`config.mk`:
```
export PLATFORM = sky130hd
export DESIGN_NAME = layer_feeder
export DESIGN_NICKNAME = d
export VERILOG_FILES = /design/src/rtl/layer_feeder.sv
export SDC_FILE = /design/constraint.sdc
export NUM_CORES = 1
export LEC_CHECK = 0
export ABC_AREA = 1
export BUFFER_PORTS_ARGS = -buffer_cell sky130_fd_sc_hd__buf_2
export CELL_PAD_IN_SITES_DETAIL_PLACEMENT = 0
export CELL_PAD_IN_SITES_GLOBAL_PLACEMENT = 1
export CORE_MARGIN = 5
export CORE_UTILIZATION = 25
export DETAILED_ROUTE_END_ITERATION = 8
export PLACE_DENSITY_LB_ADDON = 0.1
export SYNTH_ARGS = -nofsm -noshare
export SYNTH_HDL_FRONTEND = slang
export SYNTH_SLANG_ARGS = --single-unit
```
`constraint.sdc`:
```
create_clock -name clk -period 3 [get_ports clk]
set_input_delay 0.9 -clock clk [delete_from_list [all_inputs] [get_ports clk]]
set_output_delay 0.9 -clock clk [all_outputs]
set_load 0.02 [all_outputs]
```
`src/rtl/layer_feeder.sv`:
```
// Receive-side feeder between two neuron layers: captures upstream vectors
// into a two-slot buffer and serializes them word by word downstream.
module layer_feeder #(
  parameter int WIDTH = 8
) (
  input  logic             clk,
  input  logic             rst_n,
  input  logic             ready_in,
  input  logic [WIDTH-1:0] in1,
  input  logic [WIDTH-1:0] in2,
  input  logic [WIDTH-1:0] in3,
  input  logic [WIDTH-1:0] in4,
  output logic             new_out,
  output logic [WIDTH-1:0] data_out,
  output logic [1:0]       idx_out,
  output logic             last_out,
  output logic             valid_out,
  input  logic             ack_in,
  output logic             busy,
  output logic             overflow
);

  localparam int DEPTH = 2;

  localparam logic [0:0] IDLE = 1'b0;
  localparam logic [0:0] SEND = 1'b1;

  logic [WIDTH-1:0] mem [DEPTH][4];
  logic [WIDTH-1:0] vin [4];
  logic [WIDTH-1:0] next_head [4];

  logic [0:0] state;
  logic       rdy_q;
  logic       outstanding;
  logic       wptr;
  logic       rptr;
  logic [1:0] count;
  logic [1:0] count_nx;
  logic       cap;
  logic       wr;
  logic       pop;
  logic       req;

  always_comb begin
    vin[0] = in1;
    vin[1] = in2;
    vin[2] = in3;
    vin[3] = in4;
  end

  always_comb begin
    cap = ready_in & ~rdy_q;
    wr  = cap & (count != 2'd2);
    pop = (state == SEND) & ack_in & (idx_out == 2'd3);
    req = ~outstanding & ~new_out & (count != 2'd2) & ~cap;
    count_nx = count;
    if (wr & ~pop)
      count_nx = count + 2'd1;
    else if (~wr & pop)
      count_nx = count - 2'd1;
  end

  // The slot after the head may be written on the very edge the head pops.
  always_comb begin
    for (int i = 0; i < 4; i++) begin
      if (wr && count == 2'd1)
        next_head[i] = vin[i];
      else
        next_head[i] = mem[~rptr][i];
    end
  end

  always_ff @(posedge clk) begin
    if (wr) begin
      for (int i = 0; i < 4; i++)
        mem[wptr][i] <= vin[i];
    end
  end

  always_ff @(posedge clk or negedge rst_n) begin
    if (!rst_n) begin
      rdy_q       <= 1'b0;
      outstanding <= 1'b0;
      new_out     <= 1'b0;
      wptr        <= 1'b0;
      rptr        <= 1'b0;
      count       <= 2'd0;
      busy        <= 1'b0;
      overflow    <= 1'b0;
    end else begin
      rdy_q   <= ready_in;
      new_out <= req;
      if (cap)
        outstanding <= 1'b0;
      else if (new_out)
        outstanding <= 1'b1;
      if (wr)
        wptr <= ~wptr;
      if (pop)
        rptr <= ~rptr;
      if (cap && count == 2'd2)
        overflow <= 1'b1;
      count <= count_nx;
      busy  <= (count_nx != 2'd0);
    end
  end

  always_ff @(posedge clk or negedge rst_n) begin
    if (!rst_n) begin
      state     <= IDLE;
      valid_out <= 1'b0;
      data_out  <= '0;
      idx_out   <= 2'd0;
      last_out  <= 1'b0;
    end else begin
      unique case (1'b1)
        state == IDLE: begin
          if (count != 2'd0) begin
            state     <= SEND;
            valid_out <= 1'b1;
            idx_out   <= 2'd0;
            last_out  <= 1'b0;
            data_out  <= mem[rptr][0];
          end
        end
        state == SEND: begin
          if (ack_in && idx_out != 2'd3) begin
            idx_out  <= idx_out + 2'd1;
            data_out <= mem[rptr][idx_out + 2'd1];
            last_out <= (idx_out == 2'd2);
          end else if (pop && count_nx != 2'd0) begin
            idx_out  <= 2'd0;
            last_out <= 1'b0;
            data_out <= next_head[0];
          end else if (pop) begin
            state     <= IDLE;
            valid_out <= 1'b0;
            idx_out   <= 2'd0;
            last_out  <= 1'b0;
            data_out  <= '0;
          end
        end
        default: begin
          state <= IDLE;
        end
      endcase
    end
  end

endmodule

```
# Yosys cells after proc, flatten, opt, wreduce, memory -nomap -nowiden
# Memory sizes are Yosys's and may differ from the RTL's.
# Cells that the tools add are included.
[op_classes]
eq_ne = 11
muxes = 34
bitwise_logic = 19
addsub = 3
n_reduce_logical = 9
order_cmp = 1
[op_table]
columns = ["op", "n"]
rows = [
  ["2-to-1 mux 8 bit", 7],
  ["binary-select mux 8 bit (select 2 bit)", 1],
  ["one-hot mux 8 bit (2 select lines)", 1],
  ["2-to-1 mux 1 bit", 15],
  ["2-to-1 mux 2 bit", 6],
  ["bitwise AND 1 bit", 9],
  ["inverter 1 bit", 9],
  ["!= test 2 bit, second input constant", 4],
  ["equality test 2 bit, second input constant", 3],
  ["one-hot mux 1 bit (2 select lines)", 3],
  ["nonzero test 2 bit", 3],
  ["adder 2 x 1 -> 2 bit, second input constant", 2],
  ["logical AND 1 bit", 4],
  ["!= test 2 x 1 -> 1 bit, second input constant", 2],
  ["!= test 4 x 1 -> 1 bit, second input constant", 1],
  ["one-hot mux 2 bit (2 select lines)", 1],
  ["AND reduction 4 bit", 1],
  ["greater-or-equal comparator 3 bit, second input constant", 1],
  ["inverter 2 -> 3 bit", 1],
  ["equality test 2 x 1 -> 1 bit, second input constant", 1],
  ["AND reduction 2 bit", 1],
  ["subtractor 2 x 1 -> 2 bit, second input constant", 1],
]
[totals]
mem_count = 1
wordCells = 91
output_inout_bits = 15
ram_bits = 64
inputBits = 36
ff_bits = 22
[memory_table]
columns = ["memory", "words", "word_bits", "read_ports", "rd_ports_with_merged_regs", "write_ports", "line_no", "source"]
rows = [
  ["mem", 2, 32, 2, 0, 1, "28", "logic [WIDTH-1:0] mem [DEPTH][4];"],
]

# Logic depth before layout (Yosys ltp)
[depth]
depth_word = 12
mapped_depth = 14

# Worst setup path after synthesis
# No wires, ideal clock.
[synth_path]
path_kind = "input to register"
startpoint = "in ready_in"
endpoint = "mem mem[0][0] in the netlist's numbering, enable pin"
setup_time_ps = 421
cell_stages = 2
n_path_buf = 0
arrival_time_ps = 2402
setup_slack_ps = 177
cell_sequence = "nand3b_4 nor2_1"
[synth_between]
elab_chain_cells = 4
[synth_rtl]
columns = ["item", "line_no", "source"]
rows = [
  ["start: declaration", "8", "input logic ready_in,"],
  ["bitwise AND 1 bit", "52", "cap = ready_in & ~rdy_q;"],
  ["bitwise AND 1 bit", "53", "wr = cap & (count != 2'd2);"],
  ["2-to-1 mux 1 bit", "74", "if (wr) begin"],
  ["2-to-1 mux 1 bit (implied by the code)", "76", "mem[wptr][i] <= vin[i];"],
  ["end: declaration", "28", ""],
]
# Every way passes these cells.

# Worst setup path after layout
[layout_path]
startpoint = "reg idx_out[0]"
endpoint = "reg data_out[1]"
[layout_between]
elab_chain_cells = 10
word_cells_on_any_way = 21
classes_between = "1 x add/sub; 3 x eq/ne; 8 x mux; 5 x bitwise; 4 x reduce/logical"
[layout_rtl]
columns = ["item", "line_no", "source"]
rows = [
  ["start: declaration", "15", "output logic [1:0] idx_out,"],
  ["start signal: assignment", "128", "idx_out <= idx_out + 2'd1;"],
  ["equality test 2 bit", "54", "pop = (state == SEND) & ack_in & (idx_out == 2'd3);"],
  ["bitwise AND 1 bit", "54", ""],
  ["bitwise AND 1 bit or inverter 1 bit (tied branches)", "59, 57", ""],
  ["2-to-1 mux 2 bit or bitwise AND 1 bit (tied branches)", "59, 57", ""],
  ["2-to-1 mux 2 bit", "57", "if (wr & ~pop)"],
  ["nonzero test 2 bit", "131", "end else if (pop && count_nx != 2'd0) begin"],
  ["logical AND 1 bit", "131", ""],
  ["2-to-1 mux 8 bit", "131", ""],
  ["2-to-1 mux 8 bit", "127", "if (ack_in && idx_out != 2'd3) begin"],
  ["one-hot mux 8 bit (2 select lines)", "116", "unique case (1'b1)"],
  ["end signal: assignment", "123", "data_out <= mem[rptr][0];"],
  ["end signal: assignment", "129", "data_out <= mem[rptr][idx_out + 2'd1];"],
  ["end signal: assignment", "134", "data_out <= next_head[0];"],
  ["end: declaration", "14", "output logic [WIDTH-1:0] data_out,"],
]
# Several ways; a longest one is shown, not always the timed one. The select of a mux whose other input is x is not followed.
# A chain may end at the register's enable or synchronous reset.

==> qor.txt <==
CP startpoint = idx_out[0]
Mean Syn Cell Area = 10.4 um2
Top cell type's share of synthesized area = 48.5%
Yosys reg bits = 86
IR drop worst, VDD = 321 uV
Seq/Total Area, Yosys = 62.4%
Total Power = 4.54 mW
Vias in the first global route = 2745
# DRC = 0
Worst-path clk slew = 0.07 ns
FP Rows = 46
Setup violations, final = 0
Post-Layout Cell Count = 651
Detailed Routing Iterations Pass 1 = 4
Post-Syn Area = 3960 um2
DP Worst Slack = 0.568 ns
Skew final = 0.00683 ns
Top Ports = 51
GRT overflow = 0
Share of cells above drive strength 1 = 24.6%
Final setup margin = 0.919 ns
Worst hold-check path type = flop to flop
R2r setup slk = 0.92 ns
Vias/cell = 4.17
Final hold vios = 0
Max cap viols = 0
Worst R2R Path Depth = 9
Combinational Power Share = 39.6%
Finished layout cell area = 4740 um2
Clk buf depth = 2
Critical R2R Launch = idx_out[0]
First-pass GRT wire length = 15900 um
Initial antenna violation count = 0
Worst Tran Pin Value = 0.802 ns
Post-synth ARST share = 25.6%
Post-Synthesis Cells = 381
CP Class = flop to flop
Placed insts = 635
Worst EP required = 3.25 ns
Most common cell in the netlist = nand2_1
Die width = 136 um
Die area = 18500 um2
Post-route ant nets = 0
Crit Path Max Fanout = 17
ANT cells = 0
Clock power share = 24.7%
Overall global routing resource usage = 11.8%
Slew margin rel. = 46.3%
Hpwl dp = 6890 um
Startpoint types = flop
Crit path capture = data_out[1]
DIE HEIGHT = 136 um
Area leader, netlist = edfxtp_1
Unrepaired setup endpoints after global routing = false
Syn. warnings = 0
Wire per inst = 15.7 um
Final worst path period share = 69.4%
Power Density = 958 nW/um2
CTS tree = done
Net Sw Power = 1.83 mW
Placed Area = 4440 um2
CP dominant cell by count = nand2_1
Filler Cell Count = 1629
H-tree depth = 3
Mapped Nets = 422
Nets = 471
R2R Path End = data_out[1]
Cts repair resizes = 0
Yosys cell types = 31
Post-route setup TNS = 0 ns
Int Power = 2.71 mW
Sequential share of power = 35.7%
Sw frac = 40.3%
Pleak = 2.00 nW
Post-Route WL = 10200 um
FMAX = 0.480 GHz
Worst stage delay on the critical path = 0.48 ns
CTS Buf Count = 9
Worst-path cell chain = inv_2, ha_1, inv_2, nand3_1, nand2_1, a21oi_1, nand2_1, nand2_1, nand2_1
Initial DRC count = 153
Setup Fix Bufs, Post-CTS = 0
GP Congestion = 0.734
Worst-Skew Late Latency = 0.35 ns
Final hold slack = 0.429 ns
Number of flops mapped to enable cells by yosys = 64
Largest net degree at the start of global routing = 54
Pins Over Slew Limit = 0
Slowest-stage cell, CP = ha_1
Finished Core Util = 30.1%
Status = finished, final reports clean
Hold buffer count at CTS = 0
Area grow syn2layout = 19.5%
Worst endpoint data arrival time = 2.33 ns
CTS Root Cell = clkbuf_16
Synth top cells by count = nand2_1, edfxtp_1, nand3_1
CP Capture Type = flop
Routed vias = 2713
Post-synth top flop = edfxtp_1
Port bufs = 50
Initial Utilization = 25.2%
Clock Sinks = 86
Min Tclk post-route = 2.08 ns
CORE AREA = 15700 um2
Area contributors post-synth = edfxtp_1, dfrtp_1, nand2_1
worst max-delay path, delay by kind of cell, from the launching register on:
| kind | cells | cell delay (ns) |
|---|---|---|
| compound gates | 1 | 0.12 |
| buf+inv | 2 | 0.48 |
| flops | 1 | 0.41 |
| fa+ha+maj | 1 | 0.48 |
| simple gates | 5 | 0.47 |
placed cells by master, fill, tap and decap left out, types with 2 or more instances in the layout:
cell        instances
a21oi_1             8
buf_2              50
buf_4               4
clkbuf_16           9
clkinvlp_4          2
dfrtp_1            21
edfxtp_1           64
ha_1                5
inv_1              19
inv_2              15
inv_6               2
mux2i_1             8
nand2_1           113
nand2_2             4
nand3_1            43
nand3_2             7
nor2_1              5
nor2_2              4
nor2_4              2
o211ai_1            7
o21ai_0            15
o21ai_1            13
xor2_1              2
cells by family (layout without fill, tap and decap cells):
group,after synthesis,after routing,share of synthesized area [%]
AND/OR/NAND/NOR,184,184,21.8
AO/OA/AOI/OAI,45,45,6.28
XOR/XNOR,2,2,0.442
multiplexers,8,8,2.02
adder cells (fa/ha/maj),5,5,1.58
buffers and inverters,51,105,5.46
flip-flops,86,86,62.4
worst min path at each step:
stage / slack, ns / depth (start not counted) / end / from
after floorplan: 0.41 / 1 / new_out / outstanding
after global placement: 0.42 / 1 / new_out / outstanding
final: 0.43 / 1 / new_out / outstanding
after detailed placement: 0.42 / 1 / new_out / outstanding
after CTS: 0.43 / 1 / new_out / outstanding
after global routing: 0.47 / 1 / new_out / outstanding
layer usage:
layer	vias up	wire [um]	GRT usage, %	share of wire [%]
met1	1256	5100	16.6	50
met2	55	4420	17.3	43
met4	0	199	4.87	2.0
met5	-	0	0	0
li1	1388	-	-	-
met3	14	467	3.15	4.6
area by class of cell:
type / count / area, um2 / area share (%)
inverters: 35 / 136 / 2.88
flip-flops and latches: 86 / 2470 / 52.2
clock inverters: 7 / 72.6 / 1.53
well taps: 216 / 270 / 5.71
clock buffers: 9 / 225 / 4.75
multi-input cells: 244 / 1280 / 27.0
repair buffers: 54 / 280 / 5.92
registers in the layout, summed over array words and instances, names as in the netlist:
| signal | count |
|---|---|
| last_out | 1 |
| valid_out | 1 |
| count | 2 |
| mem | 64 |
| rdy_q | 1 |
| overflow | 1 |
| outstanding | 1 |
| data_out | 8 |
| rptr | 1 |
| busy | 1 |
| new_out | 1 |
| wptr | 1 |
| state | 1 |
| idx_out | 2 |
power by group through the flow:
stage | registers [mW] | logic, mW | clock network (mW)
floorplan | 1.71 | 1.19 | 0
global placement | 1.65 | 1.86 | 0
detailed placement | 1.65 | 1.85 | 0
CTS | 1.62 | 1.86 | 1.17
global route | 1.65 | 2.04 | 1.21
finish | 1.62 | 1.80 | 1.12
Power figures use the tool's default switching activity.
